### config.mk
export PLATFORM = sky130hd
export DESIGN_NAME = command_latch
export DESIGN_NICKNAME = d
export VERILOG_FILES = /design/src/rtl/command_latch.sv
export SDC_FILE = /design/constraint.sdc
export NUM_CORES = 1
export LEC_CHECK = 0
export ABC_AREA = 1
export CORE_UTILIZATION = 45
export CTS_CLUSTER_DIAMETER = 30
export CTS_CLUSTER_SIZE = 30
export DETAILED_ROUTE_END_ITERATION = 8
export PLACE_DENSITY = 0.78
export SYNTH_ARGS = -nofsm -noshare
export SYNTH_HDL_FRONTEND = slang
export SYNTH_SLANG_ARGS = --single-unit
### constraint.sdc
create_clock -name CLOCK -period 1.8 [get_ports CLOCK]
set_input_delay 0.27 -clock CLOCK [delete_from_list [all_inputs] [get_ports CLOCK]]
set_output_delay 0.27 -clock CLOCK [all_outputs]
set_load 0.02 [all_outputs]
### src/rtl/command_latch.sv
// Serial command latch: shifts a 29-bit complemented command word in LSB-first and publishes it as a static decoded command.
// Latency: CMD, CMD_VALID and CMD_NEW update one cycle after the T29 capture cycle; fields and decodes are combinational from CMD.
// Backpressure: none; the latch always accepts the serial stream, and bad framing sets sticky CMD_ERR.
module command_latch (
    input  logic        CLOCK,
    input  logic        rst,
    input  logic        RC,
    input  logic        CI,
    input  logic        T1,
    input  logic        T29,
    output logic [28:0] CMD,
    output logic        DP,
    output logic [1:0]  C,
    output logic [4:0]  S,
    output logic [4:0]  D,
    output logic [6:0]  N,
    output logic        BP,
    output logic [6:0]  T,
    output logic        IMM,
    output logic [7:0]  S_LO,
    output logic [3:0]  S_HI,
    output logic [7:0]  D_LO,
    output logic [3:0]  D_HI,
    output logic        DS,
    output logic        CMD_VALID,
    output logic        CMD_NEW,
    output logic        CMD_ERR
);

    typedef enum logic {IDLE, SHIFT} state_t;

    state_t      r_state, w_state_nxt;
    // Bit 0 of the shift register would only ever be shifted out, so it is not kept.
    logic [28:1] r_sr, w_sr_nxt;
    logic [4:0]  r_bc, w_bc_nxt;
    logic [28:0] r_cmd, w_cmd_nxt;
    logic        r_vld, w_vld_nxt;
    logic        r_new, w_new_nxt;
    logic        r_err, w_err_nxt;
    logic        w_bit;

    assign w_bit = ~CI;

    always_comb begin
        w_state_nxt = r_state;
        w_sr_nxt    = r_sr;
        w_bc_nxt    = r_bc;
        w_cmd_nxt   = r_cmd;
        w_vld_nxt   = r_vld;
        w_new_nxt   = 1'b0;
        w_err_nxt   = r_err;
        case (r_state)
            IDLE: begin
                if (T1 && RC) begin
                    w_state_nxt = SHIFT;
                    w_sr_nxt    = {w_bit, 27'b0};
                    w_bc_nxt    = 5'd1;
                    w_vld_nxt   = 1'b0;
                end
            end
            SHIFT: begin
                if (!RC) begin
                    w_state_nxt = IDLE;
                    w_err_nxt   = 1'b1;
                end else if (T1) begin
                    w_sr_nxt    = {w_bit, 27'b0};
                    w_bc_nxt    = 5'd1;
                    w_vld_nxt   = 1'b0;
                    w_err_nxt   = 1'b1;
                end else if (T29) begin
                    w_state_nxt = IDLE;
                    if (r_bc == 5'd28) begin
                        w_cmd_nxt = {w_bit, r_sr[28:1]};
                        w_vld_nxt = 1'b1;
                        w_new_nxt = 1'b1;
                    end else begin
                        w_err_nxt = 1'b1;
                    end
                end else begin
                    w_sr_nxt = {w_bit, r_sr[28:2]};
                    w_bc_nxt = (r_bc == 5'd31) ? r_bc : r_bc + 5'd1;
                end
            end
            default: w_state_nxt = IDLE;
        endcase
    end

    always_ff @(posedge CLOCK) begin
        if (rst) begin
            r_state <= IDLE;
            r_sr    <= '0;
            r_bc    <= '0;
            r_cmd   <= '0;
            r_vld   <= 1'b0;
            r_new   <= 1'b0;
            r_err   <= 1'b0;
        end else begin
            r_state <= w_state_nxt;
            r_sr    <= w_sr_nxt;
            r_bc    <= w_bc_nxt;
            r_cmd   <= w_cmd_nxt;
            r_vld   <= w_vld_nxt;
            r_new   <= w_new_nxt;
            r_err   <= w_err_nxt;
        end
    end

    assign CMD       = r_cmd;
    assign CMD_VALID = r_vld;
    assign CMD_NEW   = r_new;
    assign CMD_ERR   = r_err;

    assign DP  = r_cmd[0];
    assign C   = r_cmd[2:1];
    assign S   = r_cmd[7:3];
    assign D   = r_cmd[12:8];
    assign N   = r_cmd[19:13];
    assign BP  = r_cmd[20];
    assign T   = r_cmd[27:21];
    assign IMM = r_cmd[28];

    assign S_LO = 8'd1 << S[2:0];
    assign S_HI = 4'd1 << S[4:3];
    assign D_LO = 8'd1 << D[2:0];
    assign D_HI = 4'd1 << D[4:3];
    assign DS   = (D == 5'd31) && r_vld;

endmodule

# Word level (Yosys, flattened, before mapping)
# Index checks and enable logic that the tools add are counted.
dict set report classes {
  shift 4
  n_bitwise 5
  n_addsub 1
  reduce_logical 8
  n_eq_ne 11
  mux 27
}
# operator n
set op_table {}
lappend op_table {{$mux 28} 4}
lappend op_table {{$pmux 28 s2} 1}
lappend op_table {{$mux 5} 5}
lappend op_table {{$shl 1x3->8 const A} 2}
lappend op_table {{$eq 5x5->1 const B} 3}
lappend op_table {{$mux 1} 14}
lappend op_table {{$ne 3x3->1 const B} 4}
lappend op_table {{$pmux 5 s2} 1}
lappend op_table {{$reduce_and 4->1} 2}
lappend op_table {{$shl 1x2->4 const A} 2}
lappend op_table {{$reduce_and 3->1} 2}
lappend op_table {{$add 5x1->5 const B} 1}
lappend op_table {{$not 1->1} 5}
lappend op_table {{$reduce_and 5->1} 1}
lappend op_table {{$reduce_or 5->1} 1}
lappend op_table {{$ne 2x2->1 const B} 2}
lappend op_table {{$pmux 1 s2} 2}
lappend op_table {{$ne 3x1->1 const B} 1}
lappend op_table {{$ne 3x2->1 const B} 1}
lappend op_table {{$logic_and 1x1->1} 2}
dict set report word_totals {
  inputBits 6
  reg_bits 66
  output_inout_bits 86
  elab_cells 63
}

# Depth between registers and ports, before layout
# Gate-level depths: netlist (run 1).
dict set report depth {
  depth_word 6
  ltp_mapped 10
  mapped_depth_nobuf 10
}

# Worst setup path before layout (run 1)
# No wires, ideal clock.
dict set report synth_path {
  kind {flip-flop to output port}
  from {reg r_cmd[10] (netlist: CMD[10])}
  to {out DS}
  setup_slack_ns 0.148
  required_time_ns 1.530
  path_stages_with_launch 5
  path_buffers 0
  arrival_time_ns 1.382
  cell_sequence {dfxtp_1 > inv_1 > nor2_1 > nand2_1 > nor2_1}
}
dict set report synth_via {
  elab_chain_len 2
}
# item line
set synth_lines {}
lappend synth_lines {{from (decl)} 36} ;# logic [28:0] r_cmd, w_cmd_nxt;
lappend synth_lines {{from (signal assigned)} 101} ;# r_cmd <= w_cmd_nxt;
lappend synth_lines {{$eq 5x5->1} 126} ;# assign DS = (D == 5'd31) && r_vld;
lappend synth_lines {{$logic_and 1x1->1} 126}
lappend synth_lines {{to (decl)} 24} ;# output logic DS,
# No other way between the ends.

# Worst setup path in the final report (run 1)
dict set report layout_path {
  from {reg r_cmd[6] (netlist: CMD[6])}
  to {out S_HI[1]}
}
dict set report layout_via {
  elab_chain_len 1
}
# item line
set layout_lines {}
lappend layout_lines {{$shl 1x2->4} 123} ;# assign S_HI = 4'd1 << S[4:3];
lappend layout_lines {{to (decl)} 21} ;# output logic [3:0] S_HI,
# No other way between the ends.

==> impl_results.md, run 1 <==
- CTS tree: built
- CP delay by family, top: buffers and inverters
- Fin crit period: 1.72 ns
- Synth Register Bits: 66
- Area delta synth->final: 35.5%
- Leading area contributor after synthesis: dfxtp_1
- Vias/cell: a little over 5
- Dpl cell area: around 3800 sq um
- Post-synth cell types: 21
- Clock Path Buffers: 2
- Synth area leaders: dfxtp_1, nand3_1, nand2_1
- Worst slew pin tran: 0.413 ns
- Pwr per Cell Area: ~750 nW/um^2
- Pleak: between 1 and 1.5 nW
- RSZ-0062 raised after global routing: no
- Routed via count: around 2800
- Cell Chain, Critical Path: inv_1 > nor2_1 > clkdlybuf4s50_1
- Run status: completed
- Achievable frequency: between 500 and 600 MHz
- Hpwl dp: between 4000 and 5000 um
- Initial DRC Count: roughly 170
- DIE AREA: about 7000 sq um
- Clock skew: approximately 0.0063 ns
- Setup slack after layout: slightly below 0.08 ns
- Grt total ovfl: 0
- Hold crit path type: reg -> reg
- CP startpoint kind: register
- Final Slew Violations: 0
- First-pass GRT wire length: around 10000 um
- H-tree depth: 3
- Antenna Nets Post-Route: 0
- Core footprint: between 6000 and 7000 sq um
- Detailed-route DRC error count: 0
- Synthesized area per cell: between 7 and 8 sq um
- Synth Cell Area: 2920 sq um
- DR pass1 iterations: 5
- Async S/R FF share, synth: 0%
- Initial core utilization: 47.9%
- Fraction of layout cells with a size suffix above 1: between 10% and 20%
- WL met1: about 3000 um
- Io pins: a little over 90
- Mapped Cells: slightly below 400
- Worst EP required: around 1.5 ns
- Seq/Total Area, Yosys: a little under half
- Vias in the first global route: about 2300
- Max FO, Critical Path: 7
- Mapped Nets: 405
- Metal2 WL: slightly below 3000 um
- Period Utilization, post-route: 95.7%
- Clock-pin slew on the worst setup and hold paths: roughly 0.070 ns
- Highest metal used: met4
- Antenna cells: 0
- Critical Path Sink Type: output port
- Most frequent cells after synthesis: nand2_1, dfxtp_1, nand3_1
- Buffers and inverters on the worst path: 2
- Largest net degree at the start of global routing: 34
- CP max stage delay: around 0.60 ns
- Final wirelength: ~6500 um
- Sink Count: 66
- Yosys warns: 0
- Root buffer cell: clkbuf_8
- Cts hold-fix bufs: 0
- Top cell type's share of synthesized area: between 40% and 50%
- Detailed-route wire length per cell: around 12 um
- Cell row count: 28
- Critical path class: reg -> out
- Initial antenna violation count: 0
- Placer Congestion: just over 0.8
- Fin nets: 474
- Slowest CP cell: clkdlybuf4s50_1
- Rel. slew slack: between 70% and 80%
- # Max-Cap Violations: 0
- Pre-CTS WS: -0.0694 ns
- Clock Latency Late Sink: around 0.34 ns
- Final setup viols: 0
- Design Area, Final: 3960 sq um
- Die Wd: 82.6 um
- Final hold violation count: 0
- Worst VDD drop: 515 uV
- Met3 routed WL: around 400 um
- Overall Global Routing Usage: around a fifth
- Ys flop type: dfxtp_1
- Port bufs: between 90 and 100
- TritonCTS Buffers: 9
- WP data arrival: between 1 and 1.5 ns
- Die height: 82.6 um
- Top-count cell post-synth: nand2_1
- Post-synth EDFFs: 0
## kinds of logic (layout without fill, tap and decap cells)
group	after synthesis	in the layout	synth area share, %
buffers and inverters	76	150	14.3
DFF	66	66	45.2
AOI/OAI and AO/OA	66	66	11.3
and+or+nand+nor	185	185	27.9
adders and majority gates	3	3	1.28
## per-layer routing
layer | GRT usage [%] | vias to the layer above
met4 | 11.6 | 0
met5 | 0 | -
met1 | 24.8 | 1250
li1 | - | 1410
met2 | 32.9 | 98
met3 | 3.19 | 11
## through the flow
step	cells	hold WS (ns)	util (%)	setup TNS (ns)	total power [mW]
after floorplan	396	0.360	-	0	1.58
after CTS	545	0.455	64.9	0	3.00
after global placement	529	0.440	61.6	0	1.62
final	545	0.456	65.0	0	2.97
after global routing	545	0.492	65.0	0	3.08
after detailed placement	529	0.444	61.6	-0.904	1.62
## final cells by class
type / instances / area, sq um
repair buffers: 110 / 1030
well taps: 75 / 93.8
fillers: 567 / 2140
flip-flops and latches: 66 / 1330
inverters: 24 / 90.1
multi-input cells: 254 / 1190
clock inverters: 7 / 101
clock buffers: 9 / 124
## power by group
part	switching (mW)	leakage, nW	internal [mW]
logic	0.0794	0.832	0.0356
registers	0.00601	0.534	1.46
clock network	0.598	0.106	0.791
## cells in the final DEF (no fill, tap or decap), types with 14 or more instances in the layout
| cell type | n |
|---|---|
| dfxtp_1 | 62 |
| nand3_1 | 65 |
| nand2_1 | 82 |
| dlygate4sd2_1 | 18 |
| clkdlybuf4s50_1 | 70 |
| nor2_1 | 17 |
| buf_4 | 19 |
| o21ai_1 | 24 |
| a21oi_1 | 36 |
| nor3_1 | 14 |
| inv_1 | 22 |
## flip-flops by register name, summed over array words and instances (netlist names)
signal     cells
CMD           29
CMD_ERR        1
CMD_NEW        1
CMD_VALID      1
r_bc           5
r_sr          28
r_state        1
## tightest hold or removal path, delay by kind of cell (launching register included)
| family | cells | cell delay [ns] |
|---|---|---|
| AO/OA/AOI/OAI | 1 | 0.05 |
| buffers and inverters | 1 | 0.04 |
| flip-flops | 1 | 0.31 |
## timing repair
action / in CTS / in global routing
endpoints found under the hold margin: 0 / 0
buffers inserted: 0 / 0
gates cloned: 0 / 0
pin swaps: 0 / 0
setup endpoints to repair: 23 / 3
gates resized for setup: 23 / 4
## path summary, 6_finish.rpt
check,depth (start not counted),slack (ns),end,from
min reg2reg,2,0.46,CMD_ERR$_SDFFE_PP0P_,CMD_ERR$_SDFFE_PP0P_
max reg2reg,10,0.17,r_bc[0]$_SDFFE_PP0P_,r_bc[0]$_SDFFE_PP0P_
max,3,0.08,S_HI[1],CMD[6]$_SDFFE_PP0P_
min,2,0.46,CMD_ERR$_SDFFE_PP0P_,CMD_ERR$_SDFFE_PP0P_
Power figures use the tool's default switching activity.
==> run 2, diff against run 1 <==
--- a/config.mk
+++ b/config.mk
@@ -11,6 +11,7 @@
 export CTS_CLUSTER_SIZE = 30
 export DETAILED_ROUTE_END_ITERATION = 8
 export PLACE_DENSITY = 0.78
+export SLEW_MARGIN = 10
 export SYNTH_ARGS = -nofsm -noshare
 export SYNTH_HDL_FRONTEND = slang
 export SYNTH_SLANG_ARGS = --single-unit
==> results of run 2 <==
The final DEF is identical to that of run 1; final timing and power are the same.
